--- config.mk ---
export PLATFORM = sky130hd
export DESIGN_NAME = conv2d_4_stream_scheduler
export DESIGN_NICKNAME = d
export VERILOG_FILES = /design/src/rtl/conv2d_4_stream_scheduler.sv
export SDC_FILE = /design/constraint.sdc
export NUM_CORES = 1
export LEC_CHECK = 0
export CAP_MARGIN = 5
export CORE_MARGIN = 10
export CORE_UTILIZATION = 45
export DETAILED_ROUTE_END_ITERATION = 16
export PLACE_DENSITY = 0.79
export SLEW_MARGIN = 25
export SYNTH_ARGS = -nofsm -noshare
export SYNTH_HDL_FRONTEND = slang
export SYNTH_SLANG_ARGS = --single-unit
--- constraint.sdc ---
create_clock -name clk_i -period 4.8 [get_ports clk_i]
set_clock_uncertainty 0.05 [all_clocks]
set_input_delay 1.44 -clock clk_i [delete_from_list [all_inputs] [get_ports clk_i]]
set_output_delay 1.44 -clock clk_i [all_outputs]
set_load 0.02 [all_outputs]
--- src/rtl/conv2d_4_stream_scheduler.sv ---
// Read sequencer for the 16-lane conv2d_4 filter: issues a shared FIFO read strobe and walks the padded frame.
// Latency: rdreq is combinational in RUN; out_valid trails window_valid by PIPE_LAT cycles.
// Backpressure: any empty channel FIFO or out_ready low stalls rdreq and holds position; issued windows still drain.
module conv2d_4_stream_scheduler #(
    parameter int CHANNELS = 16,
    parameter int WIDTH    = 56,
    parameter int HEIGHT   = 56,
    parameter int PIPE_LAT = 4
) (
    input  logic                clk_i,
    input  logic                rst_i,
    input  logic                start_i,
    input  logic [CHANNELS-1:0] fifo_empty_i,
    input  logic                out_ready_i,
    output logic                rdreq_o,
    output logic                window_valid_o,
    output logic                out_valid_o,
    output logic [7:0]          col_o,
    output logic [7:0]          row_o,
    output logic                busy_o,
    output logic                frame_done_o,
    output logic [15:0]         out_count_o
);

    typedef enum logic [1:0] {
        S_IDLE  = 2'd0,
        S_RUN   = 2'd1,
        S_DRAIN = 2'd2,
        S_DONE  = 2'd3
    } state_t;

    localparam logic [7:0] COL_LAST = 8'(WIDTH + 1);
    localparam logic [7:0] ROW_LAST = 8'(HEIGHT + 1);
    localparam int         DW       = (PIPE_LAT > 1) ? $clog2(PIPE_LAT) : 1;
    localparam logic [DW-1:0] DRAIN_LAST = DW'(PIPE_LAT - 1);

    state_t               state_q;
    logic                 busy_q;
    logic                 done_q;
    logic [DW-1:0]        drain_q;
    logic [7:0]           col_q, col_d;
    logic [7:0]           row_q, row_d;
    logic [15:0]          cnt_q, cnt_d;
    logic [PIPE_LAT-1:0]  dly_q, dly_d;

    logic                 rd;
    logic                 win;
    logic                 last_rd;
    logic                 col_wrap;
    logic                 frame_start;

    // Read strobe and window qualification, all lanes gated together
    always_comb begin
        rd          = (state_q == S_RUN) & ~(|fifo_empty_i) & out_ready_i;
        col_wrap    = (col_q == COL_LAST);
        win         = rd & (row_q >= 8'd2) & (col_q >= 8'd2);
        last_rd     = rd & col_wrap & (row_q == ROW_LAST);
        frame_start = (state_q == S_IDLE) & start_i;
    end

    // Frame sequencing with registered busy and frame_done
    always_ff @(posedge clk_i or posedge rst_i) begin
        if (rst_i) begin
            state_q <= S_IDLE;
            busy_q  <= 1'b0;
            done_q  <= 1'b0;
            drain_q <= '0;
        end else begin
            case (state_q)
                S_IDLE: begin
                    done_q <= 1'b0;
                    if (start_i) begin
                        state_q <= S_RUN;
                        busy_q  <= 1'b1;
                        drain_q <= '0;
                    end
                end
                S_RUN: begin
                    if (last_rd) begin
                        state_q <= S_DRAIN;
                        drain_q <= '0;
                    end
                end
                S_DRAIN: begin
                    // Hold until the final window has left the delay line
                    if (drain_q == DRAIN_LAST) begin
                        state_q <= S_DONE;
                        busy_q  <= 1'b0;
                        done_q  <= 1'b1;
                    end else begin
                        drain_q <= drain_q + DW'(1);
                    end
                end
                S_DONE: begin
                    state_q <= S_IDLE;
                    done_q  <= 1'b0;
                end
                default: begin
                    state_q <= S_IDLE;
                    busy_q  <= 1'b0;
                    done_q  <= 1'b0;
                end
            endcase
        end
    end

    // Padded-frame position: advance on each read, wrap row at end of frame
    always_comb begin
        col_d = col_q;
        row_d = row_q;
        if (frame_start) begin
            col_d = '0;
            row_d = '0;
        end else if (rd) begin
            if (col_wrap) begin
                col_d = '0;
                row_d = (row_q == ROW_LAST) ? 8'd0 : row_q + 8'd1;
            end else begin
                col_d = col_q + 8'd1;
            end
        end
    end

    // Position registers
    always_ff @(posedge clk_i or posedge rst_i) begin
        if (rst_i) begin
            col_q <= '0;
            row_q <= '0;
        end else begin
            col_q <= col_d;
            row_q <= row_d;
        end
    end

    // Window mark delay line, shifts every cycle regardless of state
    generate
        if (PIPE_LAT == 1) begin : g_dly1
            always_comb dly_d = win;
        end else begin : g_dlyn
            always_comb dly_d = {dly_q[PIPE_LAT-2:0], win};
        end
    endgenerate

    // Delay line register
    always_ff @(posedge clk_i or posedge rst_i) begin
        if (rst_i) begin
            dly_q <= '0;
        end else begin
            dly_q <= dly_d;
        end
    end

    // Result count: cleared on frame start, held after frame_done
    always_comb begin
        cnt_d = cnt_q;
        if (frame_start) begin
            cnt_d = '0;
        end else if (dly_q[PIPE_LAT-1]) begin
            cnt_d = cnt_q + 16'd1;
        end
    end

    // Result count register
    always_ff @(posedge clk_i or posedge rst_i) begin
        if (rst_i) begin
            cnt_q <= '0;
        end else begin
            cnt_q <= cnt_d;
        end
    end

    assign rdreq_o        = rd;
    assign window_valid_o = win;
    assign out_valid_o    = dly_q[PIPE_LAT-1];
    assign col_o          = col_q;
    assign row_o          = row_q;
    assign busy_o         = busy_q;
    assign frame_done_o   = done_q;
    assign out_count_o    = cnt_q;

endmodule
==> flow_summary.ini <==
[status]
run_status = finished, final reports clean

[setup_path]
worstPathRequired_ns = 3.31
crit_fanout = 3
start_kind = input pin
cpPeakStageDelay_ns = 0.53
crit_arrival_ns = 3.26
reg2regPathDepth = 7
critPathKind = input pin to output pin
worstSetupPathDepth = 6
path_cells = clkdlybuf4s50_1, or4b_1, or3_1, buf_4, inv_1, clkdlybuf4s15_2
worst_path_max_delay_cell = or4b_1
crit_buf_inv = 4
r2r_start = col_o[1]
worst_setup_path_end_kind = output pin
r2r_slack_ns = 2.23
path_delay_family = simple AND/OR/NAND/NOR gates
timing.rr.end = state_q[1]

[timing]
clock.fmax_ghz = 0.211
post-route-period-util_pct = 98.9
hold_ws_ns = 0.300
hold_viol = 0
setup_ws_ns = 0.0518
tns_ns = 0
rsz0062_at_grt = false
post-route-min-period_ns = 4.75
setup-violations-final = 0
slew_headroom_pct = 37.9
drv_slew = 0
worst_pin_slew_ns = 0.931

[synth]
syn_avg_cell_area_um2 = 9.53
ys_seq_area_share_pct = 46.2
synth_fp_nets = 270
ys_ff_latch = 42
synthDistinctLibCells = 44
syn_area_um2 = 2280
synth_warnings = 0
syn_inst = 239

[pwr]
leakage_nw = 1.34
pwr_density_cell_nw_per_um2 = 286
ir_drop_uv = 246

[die]
initial_core_util_pct = 47.3
core-area_um2 = 4820
io_pins = 57
num_rows = 25
dieArea_um2 = 8310
fp.dieW_um = 91.1
dieHeight_um = 91.1

[global_routing]
grt_pass1_wl_mm = 9.09
overflow = 0
antenna_found_initial = 0
grt_util_all_layers_pct = 12.8
grt_pass1_vias = 1950
grt_max_degree = 43

[detailed_routing]
first_pass_iters = 4
ant_nets = 0
num_vias = 2017
drc_errors = 0
drt_iter0_drc = 71
post_drt_wl_per_cell_um = 14.3
vias_per_cell = 5.47
wl_mm = 5.28

[placed_design]
place_area_um2 = 2940
gp_congestion = 0.886
port_buffers = 56
pre_cts_ws_ns = -0.481
dp_hpwl_mm = 4.01

[clock_tree]
cts_root_buffer = clkbuf_8
cts_sinks = 42
h-tree-depth = 2
clkTransAtPathRegs_ns = 0.08
cts_buffers = 5
clk_latency_ns = 0.29
clockBufferDepth = 2
post_cts_buffers = 0
cts_tree = yes

[hold_path]
holdPathEnd = dly_q[1]
hold_start = dly_q[0]
hold_class = flip-flop to flip-flop
min_path_cells = 0

[layout]
finish.instance_area_um2 = 3020
fin_nets = 333
area_delta_synth_final_pct = 32.6
diodes = 0
drive_above_1_share_pct = 6.95

[flow_run]
cap_viol_max_count = 0
==> per-layer routing <==
layer	part of all wire [%]	GRT usage, %	up-vias
li1	-	-	980
met1	44	15.6	949
met2	45	19.8	84
met3	11	6.50	4
met4	0.66	2.87	0
met5	0	0	-
==> report_power, final <==
group / internal [mW] / switching [mW] / total, mW
Sequential: 0.374 / 0.0189 / 0.393
Clock: 0.0977 / 0.116 / 0.214
Combinational: 0.117 / 0.139 / 0.256
Total: 0.589 / 0.274 / 0.863
==> synthesized netlist by cell type (all sizes together) <==
library cell  count  area share (%)
a211oi            1            0.33
a21oi             4            0.88
a311oi            3             1.2
a31o              1            0.38
a31oi             2            0.55
and2              1            0.27
and3              8             2.2
buf               1            0.22
clkbuf            4            0.66
dfrtp            42              46
ha               11             6.0
inv              11             1.8
mux2              3             1.6
mux2i             3             1.3
nand2            21             3.5
nand2b            3            0.82
nand3            12             2.6
nand3b            2             1.2
nand4             8             2.2
nand4b            2             1.4
nor2             33             5.4
nor2b             1            0.27
nor3              7             1.8
nor4              8             2.2
nor4b             1            0.38
o21a              1            0.33
o21ai            15             3.3
o31a              1            0.38
o31ai             3            0.99
o32a              1            0.44
o41a              1            0.49
o41ai             1            0.38
or2               1            0.27
or3               3            0.82
or4               4             1.3
or4b              1            0.44
xnor2             5             1.9
xor2              9             3.5
==> how the worst max path moves through the flow <==
stage	from	to	slack, ns
global placement	fifo_empty_i[12]	window_valid_o	-0.48
CTS	fifo_empty_i[15]	rdreq_o	0.05
detailed placement	fifo_empty_i[15]	window_valid_o	-0.48
floorplan	fifo_empty_i[12]	window_valid_o	0.34
global route	fifo_empty_i[12]	rdreq_o	0.005
finish	fifo_empty_i[12]	rdreq_o	0.05
==> area by class of cell <==
class,instances,area [um^2]
fillers,431,1800
multi-input cells,181,1170
flip-flops and latches,42,1050
repair buffers,61,594
well taps,67,83.8
clock buffers,5,68.8
inverters,11,41.3
clock inverters,2,10.0
==> sequential cells by signal (all words and copies together), names as in the netlist <==
register,cells
col_o,8
row_o,8
out_count_o,16
dly_q,4
drain_q,2
busy_o,1
state_q,2
frame_done_o,1
==> placed cells by master (no fill, tap or decap), drive strengths merged, types with 4 or more instances in the layout <==
cell           Yosys  layout
clkdlybuf4s50      0      54
dfrtp             42      42
nor2              33      33
nand2             21      21
o21ai             15      15
nand3             12      12
inv               11      11
ha                11      11
xor2               9       9
nand4              8       8
nor4               8       8
and3               8       8
nor3               7       7
buf                1       6
xnor2              5       5
clkbuf             4       5
or4                4       4
a21oi              4       4
==> timing repair <==
item / in CTS / in global routing
resized for setup: 9 / 0
hold buffers: 0 / 0
setup endpoints to repair: 2 / 0
==> logic make-up after synthesis <==
group / share of synthesized area, %
AOI/OAI and AO/OA: 9.62
xor gates and xnor gates: 5.38
adders and majority gates: 6.04
buffers and inverters: 2.69
DFF: 46.2
muxes: 2.97
and+or+nand+nor: 27.1
==> metrics by stage <==
stage / power (mW) / util, % / instances
5_1_grt: 0.925 / 62.7 / 369
3_5_place_dp: 0.659 / 61.0 / 362
3_3_place_gp: 0.653 / 61.0 / 362
6_report: 0.863 / 62.7 / 369
2_1_floorplan: 0.588 / - / 239
4_1_cts: 0.874 / 62.7 / 369
Note: power is estimated with default switching activity, not from simulation.
==> edit (same flow settings) <==
Change the parameter `CHANNELS` from 16 to 18.
--- a/src/rtl/conv2d_4_stream_scheduler.sv
+++ b/src/rtl/conv2d_4_stream_scheduler.sv
@@ -2,7 +2,7 @@
 // Latency: rdreq is combinational in RUN; out_valid trails window_valid by PIPE_LAT cycles.
 // Backpressure: any empty channel FIFO or out_ready low stalls rdreq and holds position; issued windows still drain.
 module conv2d_4_stream_scheduler #(
-    parameter int CHANNELS = 16,
+    parameter int CHANNELS = 18,
     parameter int WIDTH    = 56,
     parameter int HEIGHT   = 56,
     parameter int PIPE_LAT = 4
Interface: changed (resized fifo_empty_i); port bits go from 57 to 59. No check against the original RTL was run, so the function may have changed too.
==> edit against the unedited design <==
Setup slack gained 0.043 ns. Design area grew 2.0%. Sequential cell count is the same. Area after synthesis shrank 0.38%. Power grew 8.3%. Sequential share of layout area shrank 0.68 points. Routed wire length shrank 0.91%.
==> edit: results (changes against the unedited design) <==
Outcome
  – Status: completed

Final layout
  – Final net count: 335 (+0.60%)
  – FILL cells: 419 (-2.8%)
  – Max reg flops: 16 (unchanged)
  – # diodes: 0 (unchanged)
  – Share of cells above drive strength 1: 7.59% (+0.64 points)
  – Non-Filler Instances: 370 (+0.27%)

Place
  – Global placement routability congestion: 0.835 (-5.7%)
  – DP HPWL: 4040 µm (+0.96%)
  – PortBufs: 58 (+3.6%)
  – Setup WS pre-CTS: -0.201 ns (+0.280 ns)

Yosys
  – Most frequent cells after synthesis: 42 x dfrtp_1, 27 x nor2_1, 26 x nand2_1, 14 x a21oi_1, 12 x inv_1
  – Register area share after synthesis: 46.3% (+0.18 points)
  – Ys Warns: 0 (unchanged)
  – Top post-synthesis cells by area: dfrtp_1 46%, ha_1 6.1%, nor2_1 4.5%, nand2_1 4.3%, xor2_1 3.9%
  – Post-synthesis compound-gate area fraction: 9.05% (-0.57 points)
  – FFs w/ async S/R, synth: 100% (unchanged)
  – Mux contribution to synthesized area: 3.64% (+0.67 points)
  – Mapped Cells: 239 (unchanged)
  – Net Count, Synth: 272 (+0.74%)
  – Adder-Cell Fraction of Synth Area: 6.07% (+0.023 points)
  – XOR/XNOR share of the synthesized area: 5.41% (+0.021 points)
  – Post-synth cell types: 38 (-14%)

Drt
  – Initial DRC Count: 82 (+15%)
  – Routed wire length: 5240 µm (-0.91%)
  – Via count: 1,959 (-2.9%)

Setup path
  – Arrival time at the worst endpoint: 3.21 ns (-0.05 ns)
  – Crit path max-delay cell type: or4_4
  – Reg2reg start: row_o[1]$_DFFE_PP0P_
  – Reg-to-reg critical path endpoint: state_q[1]$_DFFE_PP0P_
  – Largest fanout on the critical path: 6 (+3)
  – Crit. Startpoint: fifo_empty_i[1]
  – CP Capture Point: window_valid_o
  – Slowest stage delay, CP: 0.57 ns (+0.04 ns)
  – R2R Setup Slk: 2.43 ns (+0.20 ns)

Clock tree
  – CTS resizes: 2 (-7)
  – Reg clk slew, reported paths: 0.08 ns (about the same)
  – Post-CTS Setup Inserts: 0 (unchanged)
  – Clock Tree Buf Depth: 2 (unchanged)

Pwr
  – Pleak: 1.37 nW (+2.5%)
  – VDD IR-drop max: 0.000236 V (-4.1%)
  – Proportion of power drawn by the clock network: 36.8% (+12 points)
  – Comb pwr share: 22.5% (-7.2 points)
  – P_int: 0.683 mW (+16%)
  – Total power: 0.935 mW (+8.3%)

Min path
  – Hold EP: dly_q[1]$_DFF_PP0_
  – Worst Hold Class: register to register

Global routing
  – GR Util All Layers: 12.9% (+0.036 points)
  – Largest net degree at the start of global routing: 32 (-26%)
  – First-pass GRT wire length: 9110 µm (+0.23%)

Timing
  – Slew @ Worst Pin: 0.676 ns (-0.256 ns)
  – Min cycle time layout: 4.70 ns (-0.0432 ns)
  – Final Hold Slack: 0.299 ns (-0.000882 ns)
==> edit: cell types whose count changed after synthesis, sizes merged, moves of 3 or more <==
cell,delta
and3,-3
a311oi,-3
mux2i,+3
a21oi,+12
nand4,+3
nor3,-3
nor2,-5
or3,+5
nand2,+5
o21ai,-4
==> edit: layout make-up <==
type	instances	area (µm²)	area share [%]
clock buffers	6	82.6	2.68
clock inverters	2	60.1	1.95
inverters	12	45.0	1.46
multi-input cells	179	1150	37.3
flip-flops and latches	42	1050	34.1
well taps	67	83.8	2.72
repair buffers	62	608	19.7
==> edit: routing by layer <==
layer | up-vias | GRT usage (%) | routed length, µm
met5 | - | 0 | 0
met4 | 0 | 3.79 | 48
met3 | 6 | 5.51 | 413
met2 | 62 | 21.4 | 2560
met1 | 918 | 14.7 | 2220
li1 | 973 | - | -
==> edit: kinds of logic after synthesis <==
group                      Yosys count
DFF                                 42
muxes                                8
AOI/OAI and AO/OA                   35
buffers and inverters               18
and+or+nand+nor                    111
xor gates and xnor gates            14
adders and majority gates           11
